`config.mk`:
```
export PLATFORM = sky130hd
export DESIGN_NAME = divider_unsigned_seq
export DESIGN_NICKNAME = d
export VERILOG_FILES = /design/src/rtl/div_pkg.sv /design/src/rtl/comparator_unsigned.sv /design/src/rtl/divider_unsigned_seq.sv
export SDC_FILE = /design/constraint.sdc
export NUM_CORES = 1
export LEC_CHECK = 0
export ABC_CLOCK_PERIOD_IN_PS = 2560
export CORE_MARGIN = 4
export CORE_UTILIZATION = 50
export DETAILED_ROUTE_END_ITERATION = 7
export PLACE_DENSITY = 0.77
export SYNTH_ARGS = -nofsm -noshare
export SYNTH_HDL_FRONTEND = slang
export SYNTH_HIERARCHICAL = 1
export SYNTH_SLANG_ARGS = --single-unit
```
`constraint.sdc`:
```
create_clock -name clk_i -period 2.56 [get_ports clk_i]
set_input_delay 0.512 -clock clk_i [delete_from_list [all_inputs] [get_ports clk_i]]
set_output_delay 0.512 -clock clk_i [all_outputs]
set_load 0.05 [all_outputs]
```
`src/rtl/div_pkg.sv`:
```
// Shared types and helpers for the sequential unsigned divider.
// State encoding and counter sizing used by divider_unsigned_seq.
package div_pkg;

    typedef enum logic [1:0] {
        IDLE = 2'd0,
        RUN  = 2'd1,
        DONE = 2'd2
    } div_state_t;

    // Counter must hold values 0..nb_bits.
    function automatic int cnt_width(input int nb_bits);
        return $clog2(nb_bits + 1);
    endfunction

endpackage

```
`src/rtl/comparator_unsigned.sv`:
```
// Ripple unsigned magnitude comparator: the chain runs LSB to MSB, so the
// most significant differing bit decides the result.
module comparator_unsigned #(
    parameter int nb_bits = 8
) (
    input  logic [nb_bits-1:0] a_i,
    input  logic [nb_bits-1:0] b_i,
    output logic               greater_o,
    output logic               equal_o
);

    logic [nb_bits:0] gt_chain;
    logic [nb_bits:0] eq_chain;

    assign gt_chain[0] = 1'b0;
    assign eq_chain[0] = 1'b1;

    generate
        for (genvar gi = 0; gi < nb_bits; gi++) begin : g_bit
            assign gt_chain[gi+1] = (a_i[gi] & ~b_i[gi])
                                  | (~(a_i[gi] ^ b_i[gi]) & gt_chain[gi]);
            assign eq_chain[gi+1] = eq_chain[gi] & ~(a_i[gi] ^ b_i[gi]);
        end
    endgenerate

    assign greater_o = gt_chain[nb_bits];
    assign equal_o   = eq_chain[nb_bits];

endmodule

```
`src/rtl/divider_unsigned_seq.sv`:
```
// Iterative restoring unsigned divider (DIVU/REMU), one quotient bit per cycle,
// with a start/busy/done handshake and RISC-V divide-by-zero results.
module divider_unsigned_seq
    import div_pkg::*;
#(
    parameter int nb_bits = 32
) (
    input  logic               clk_i,
    input  logic               rst_n_i,
    input  logic               start_i,
    input  logic [nb_bits-1:0] dividend_i,
    input  logic [nb_bits-1:0] divisor_i,
    output logic               busy_o,
    output logic               done_o,
    output logic [nb_bits-1:0] quotient_o,
    output logic [nb_bits-1:0] remainder_o,
    output logic               div_by_zero_o
);

    localparam int CW = cnt_width(nb_bits);
    localparam logic [CW-1:0] LAST_CNT = CW'(nb_bits - 1);

    div_state_t         state_q, state_d;
    logic [nb_bits-1:0] quo_work_q, quo_work_d;
    logic [nb_bits-1:0] div_q, div_d;
    logic [nb_bits:0]   rem_q, rem_d;
    logic [CW-1:0]      cnt_q, cnt_d;
    logic [nb_bits-1:0] quotient_q, quotient_d;
    logic [nb_bits-1:0] remainder_q, remainder_d;
    logic               dbz_q, dbz_d;

    logic [nb_bits:0]   trial;
    logic [nb_bits:0]   divisor_ext;
    logic [nb_bits:0]   diff;
    logic               cmp_gt, cmp_eq, take;
    logic [nb_bits-1:0] step_quo;
    logic [nb_bits:0]   step_rem;
    logic               rem_top_unused;

    assign trial       = {rem_q[nb_bits-1:0], quo_work_q[nb_bits-1]};
    assign divisor_ext = {1'b0, div_q};
    assign diff        = trial - divisor_ext;

    comparator_unsigned #(
        .nb_bits(nb_bits + 1)
    ) u_cmp (
        .a_i      (trial),
        .b_i      (divisor_ext),
        .greater_o(cmp_gt),
        .equal_o  (cmp_eq)
    );

    assign take     = cmp_gt | cmp_eq;
    assign step_quo = {quo_work_q[nb_bits-2:0], take};
    assign step_rem = take ? diff : trial;

    // The remainder never exceeds the divisor, so its top bit stays zero.
    assign rem_top_unused = rem_q[nb_bits];

    always_comb begin
        state_d     = state_q;
        quo_work_d  = quo_work_q;
        div_d       = div_q;
        rem_d       = rem_q;
        cnt_d       = cnt_q;
        quotient_d  = quotient_q;
        remainder_d = remainder_q;
        dbz_d       = dbz_q;
        case (state_q)
            IDLE, DONE: begin
                if (start_i) begin
                    quo_work_d = dividend_i;
                    div_d      = divisor_i;
                    rem_d      = '0;
                    cnt_d      = '0;
                    if (divisor_i != '0) begin
                        state_d = RUN;
                    end else begin
                        state_d     = DONE;
                        quotient_d  = '1;
                        remainder_d = dividend_i;
                        dbz_d       = 1'b1;
                    end
                end else begin
                    state_d = IDLE;
                end
            end
            RUN: begin
                quo_work_d = step_quo;
                rem_d      = step_rem;
                cnt_d      = cnt_q + CW'(1);
                if (cnt_q == LAST_CNT) begin
                    state_d     = DONE;
                    quotient_d  = step_quo;
                    remainder_d = step_rem[nb_bits-1:0];
                    dbz_d       = 1'b0;
                end
            end
            default: state_d = IDLE;
        endcase
    end

    always_ff @(posedge clk_i or negedge rst_n_i) begin
        if (!rst_n_i) begin
            state_q     <= IDLE;
            quo_work_q  <= '0;
            div_q       <= '0;
            rem_q       <= '0;
            cnt_q       <= '0;
            quotient_q  <= '0;
            remainder_q <= '0;
            dbz_q       <= 1'b0;
        end else begin
            state_q     <= state_d;
            quo_work_q  <= quo_work_d;
            div_q       <= div_d;
            rem_q       <= rem_d;
            cnt_q       <= cnt_d;
            quotient_q  <= quotient_d;
            remainder_q <= remainder_d;
            dbz_q       <= dbz_d;
        end
    end

    assign busy_o        = (state_q == RUN);
    assign done_o        = (state_q == DONE);
    assign quotient_o    = quotient_q;
    assign remainder_o   = remainder_q;
    assign div_by_zero_o = dbz_q;

endmodule

```
==> impl_metrics.toml <==
[outcome]
outcome = "finished, violations left"
violations = "negative setup slack"

[worst_setup_path]
end_kind = "flop"
worstPathRequired_ns = 2.85
critPathArrivalTime_ns = 3.28
cp_max_fo = 3
path_class = "reg -> reg"
rrSetupSlack_ns = -0.42
worstSetupStartpointType = "flop"
worst_r2r_endpoint = "rem_q[30]$_DFFE_PN0P_"
reg2reg_depth = 13
rr_startpoint = "quo_work_q[31]$_DFFE_PN0P_"

[placed_design]
placed_area_mm2 = 0.0128
gp_congestion = 0.938
dp.cells = 1669
io_buffers = 133
dpl.hpwl_mm = 23.3

[timing]
fin_skew_ns = 0.0144
hold_violations = 0
rsz0062_at_grt = "true"
tightest_slew_ns = 1.15
setup_viol_count_final = 65
fin_crit_ns = 2.98
fin_hold_ws_ns = 0.0134
fin_ws_ns = -0.423
min_period_over_period_pct = 117
timing.fmax_mhz = 335
slew_headroom_pct = 23.6
finalMaxSlewViolations = 0

[logic_synthesis]
syn_nets = 1266
seq_area_frac_synth_pct = 43.6
synth_cells = 1132
ys_warn_count = 6
ys_types = 64
synth-edff-count = 0
synth_flop_cell = "dfrtp_1"
async_reset_ff_share_pct = 100
syn_avg_cell_area_um2 = 8.57
synthesis.area_mm2 = 0.00970
ys_ff_latch = 169

[cts]
clock_tree.root_cell = "clkbuf_16"
clock_sinks = 169
cts_tree = "done"
cts_made_buffers = 17
clk_path_buf_depth = 2
clk_pin_slew_ns = 0.07
clk_latency_ns = 0.44
h-tree-depth = 4
cts_hold_buf = 0

[floorplan]
initial_core_util_pct = 51.3
io_pins = 134
die_h_um = 147
die_area_mm2 = 0.0217
num_rows = 50
die_w_um = 147
core_mm2 = 0.0189

[global_route]
antenna_found_initial = 0
grt_use_total_pct = 29.4
first_global_vias = 9818
grt_max_degree = 119
grt_pass1_wl_mm = 51.2
grt_overflow = 0

[cells_and_area]
finalNonFillerCells = 1728
final_cell_mix = "buf_4 (207), nand2_1 (175), dfrtp_1 (169)"
fin_util_pct = 76.6
mostFrequentLayoutCell = "buf_4"
multi_input_area_mm2 = 0.00576
seq_area_mm2 = 0.00423
drive_above_1_share_pct = 27.4
area_delta_synth_final_pct = 49.2
fin_area_mm2 = 0.0145
n_fill_cell = 1290
num_antenna_cells = 0
final_nets = 1589

[pwr]
p_int_uw = 13000
p_leak_uw = 0.00659
power_switching_uw = 11100
seqPwrFrac_pct = 18.6
clkPwrFrac_pct = 10.7
p_per_area_mw_per_mm2 = 1660
power_frac_comb_pct = 70.7
p_sw_share_pct = 46.0
vdd_drop_max_mv = 0.908

[worst_hold_path]
hold_class = "in -> async"

[route]
drt-initial-drc-count = 986
ant_nets = 0
drc = 0
wl_per_cell_um = 19.4
wl_mm = 33.5
dr.pass1.iters = 7
via_per_inst = 5.84
num_vias = 10100

[job]
maxCapViolCount = 0
==> layer usage <==
| layer | global-route usage, % | vias to the layer above | routed length [um] |
|---|---|---|---|
| met3 | 4.19 | 114 | 2160 |
| met1 | 38.0 | 4873 | 13300 |
| met2 | 50.3 | 508 | 16400 |
| li1 | - | 4589 | - |
| met4 | 11.1 | 0 | 1630 |
| met5 | 0 | - | 0 |
==> worst max-delay path: stages (launching register included) <==
cell	delay (ns)
dfrtp_1	0.40
inv_2	0.09
ha_4	0.13
inv_2	0.03
fa_2	0.33
a21o_1	0.20
a221oi_2	0.31
a221oi_2	0.16
nor2_4	0.20
o211ai_4	0.11
and3b_1	0.21
or3_4	0.38
a31oi_4	0.22
o21ai_2	0.07
==> power groups by stage <==
stage | registers, uW | logic [uW] | clock network (uW)
floorplan | 5450 | 6490 | 0
global placement | 4420 | 13000 | 0
detailed placement | 4450 | 13300 | 0
CTS | 4420 | 14700 | 2590
global route | 4570 | 18100 | 2720
finish | 4480 | 17000 | 2560
==> layout make-up <==
| class | count | share of cell area, % |
|---|---|---|
| flip-flops and latches | 169 | 29.2 |
| well taps | 260 | 2.25 |
| multi-input cells | 826 | 39.8 |
| clock inverters | 14 | 1.05 |
| clock buffers | 18 | 3.03 |
| inverters | 76 | 1.97 |
| repair buffers | 365 | 22.7 |
==> cell usage after synthesis, drive strengths merged (16+ instances only) <==
library cell,count,area (um2)
nand2,178,668
dfrtp,169,4230
o21ai,107,536
a21oi,105,533
nor2,103,394
inv,75,282
ha,66,826
clkbuf,55,206
a31oi,44,275
a21o,38,285
a211oi,17,133
xnor2,16,140
==> registers in the layout, summed over array words and instances, names as in the netlist <==
name and cells:
div_q 32, remainder_o 32, quo_work_q 32, rem_q 32, cnt_q 6, quotient_o 32, state_q 2, div_by_zero_o 1
==> kinds of logic after synthesis <==
family          synth area share [%]
mux                            0.929
flops                           43.6
buf+inv                         5.31
simple gates                    16.3
other cells                   0.0387
fa+ha+maj                       8.72
xor+xnor                        2.53
compound gates                  22.6
==> worst max path at each step <==
| stage | endpoint | slack, ns | start | cells after the start |
|---|---|---|---|---|
| 3_3_place_gp | remainder_o[14]$_DFFE_PN0P_ | -0.42 | divisor_i[27] | 8 |
| 2_1_floorplan | remainder_o[30]$_DFFE_PN0P_ | -0.25 | quo_work_q[31]$_DFFE_PN0P_ | 13 |
| 6_report | rem_q[30]$_DFFE_PN0P_ | -0.42 | quo_work_q[31]$_DFFE_PN0P_ | 13 |
| 3_5_place_dp | remainder_o[14]$_DFFE_PN0P_ | -0.44 | divisor_i[27] | 8 |
| 4_1_cts | rem_q[30]$_DFFE_PN0P_ | -0.28 | quo_work_q[31]$_DFFE_PN0P_ | 13 |
| 5_1_grt | remainder_o[30]$_DFFE_PN0P_ | -0.52 | quo_work_q[31]$_DFFE_PN0P_ | 13 |
==> metrics by stage <==
step	power, uW	setup WS, ns	TNS [ns]
finish	24100	-0.423	-13.33
floorplan	11900	-0.250	-1.60
detailed placement	17700	-0.444	-28.82
global route	25400	-0.520	-20.61
global placement	17400	-0.416	-24.90
CTS	21700	-0.281	-5.58
==> timing repair <==
item                                    in CTS  in global routing
pin swaps                                   42                 53
endpoints found under the setup margin      64                 87
gates resized for setup                     81                108
buffers inserted                            13                 19
gates cloned                                 1                  0
Power figures use the tool's default switching activity.
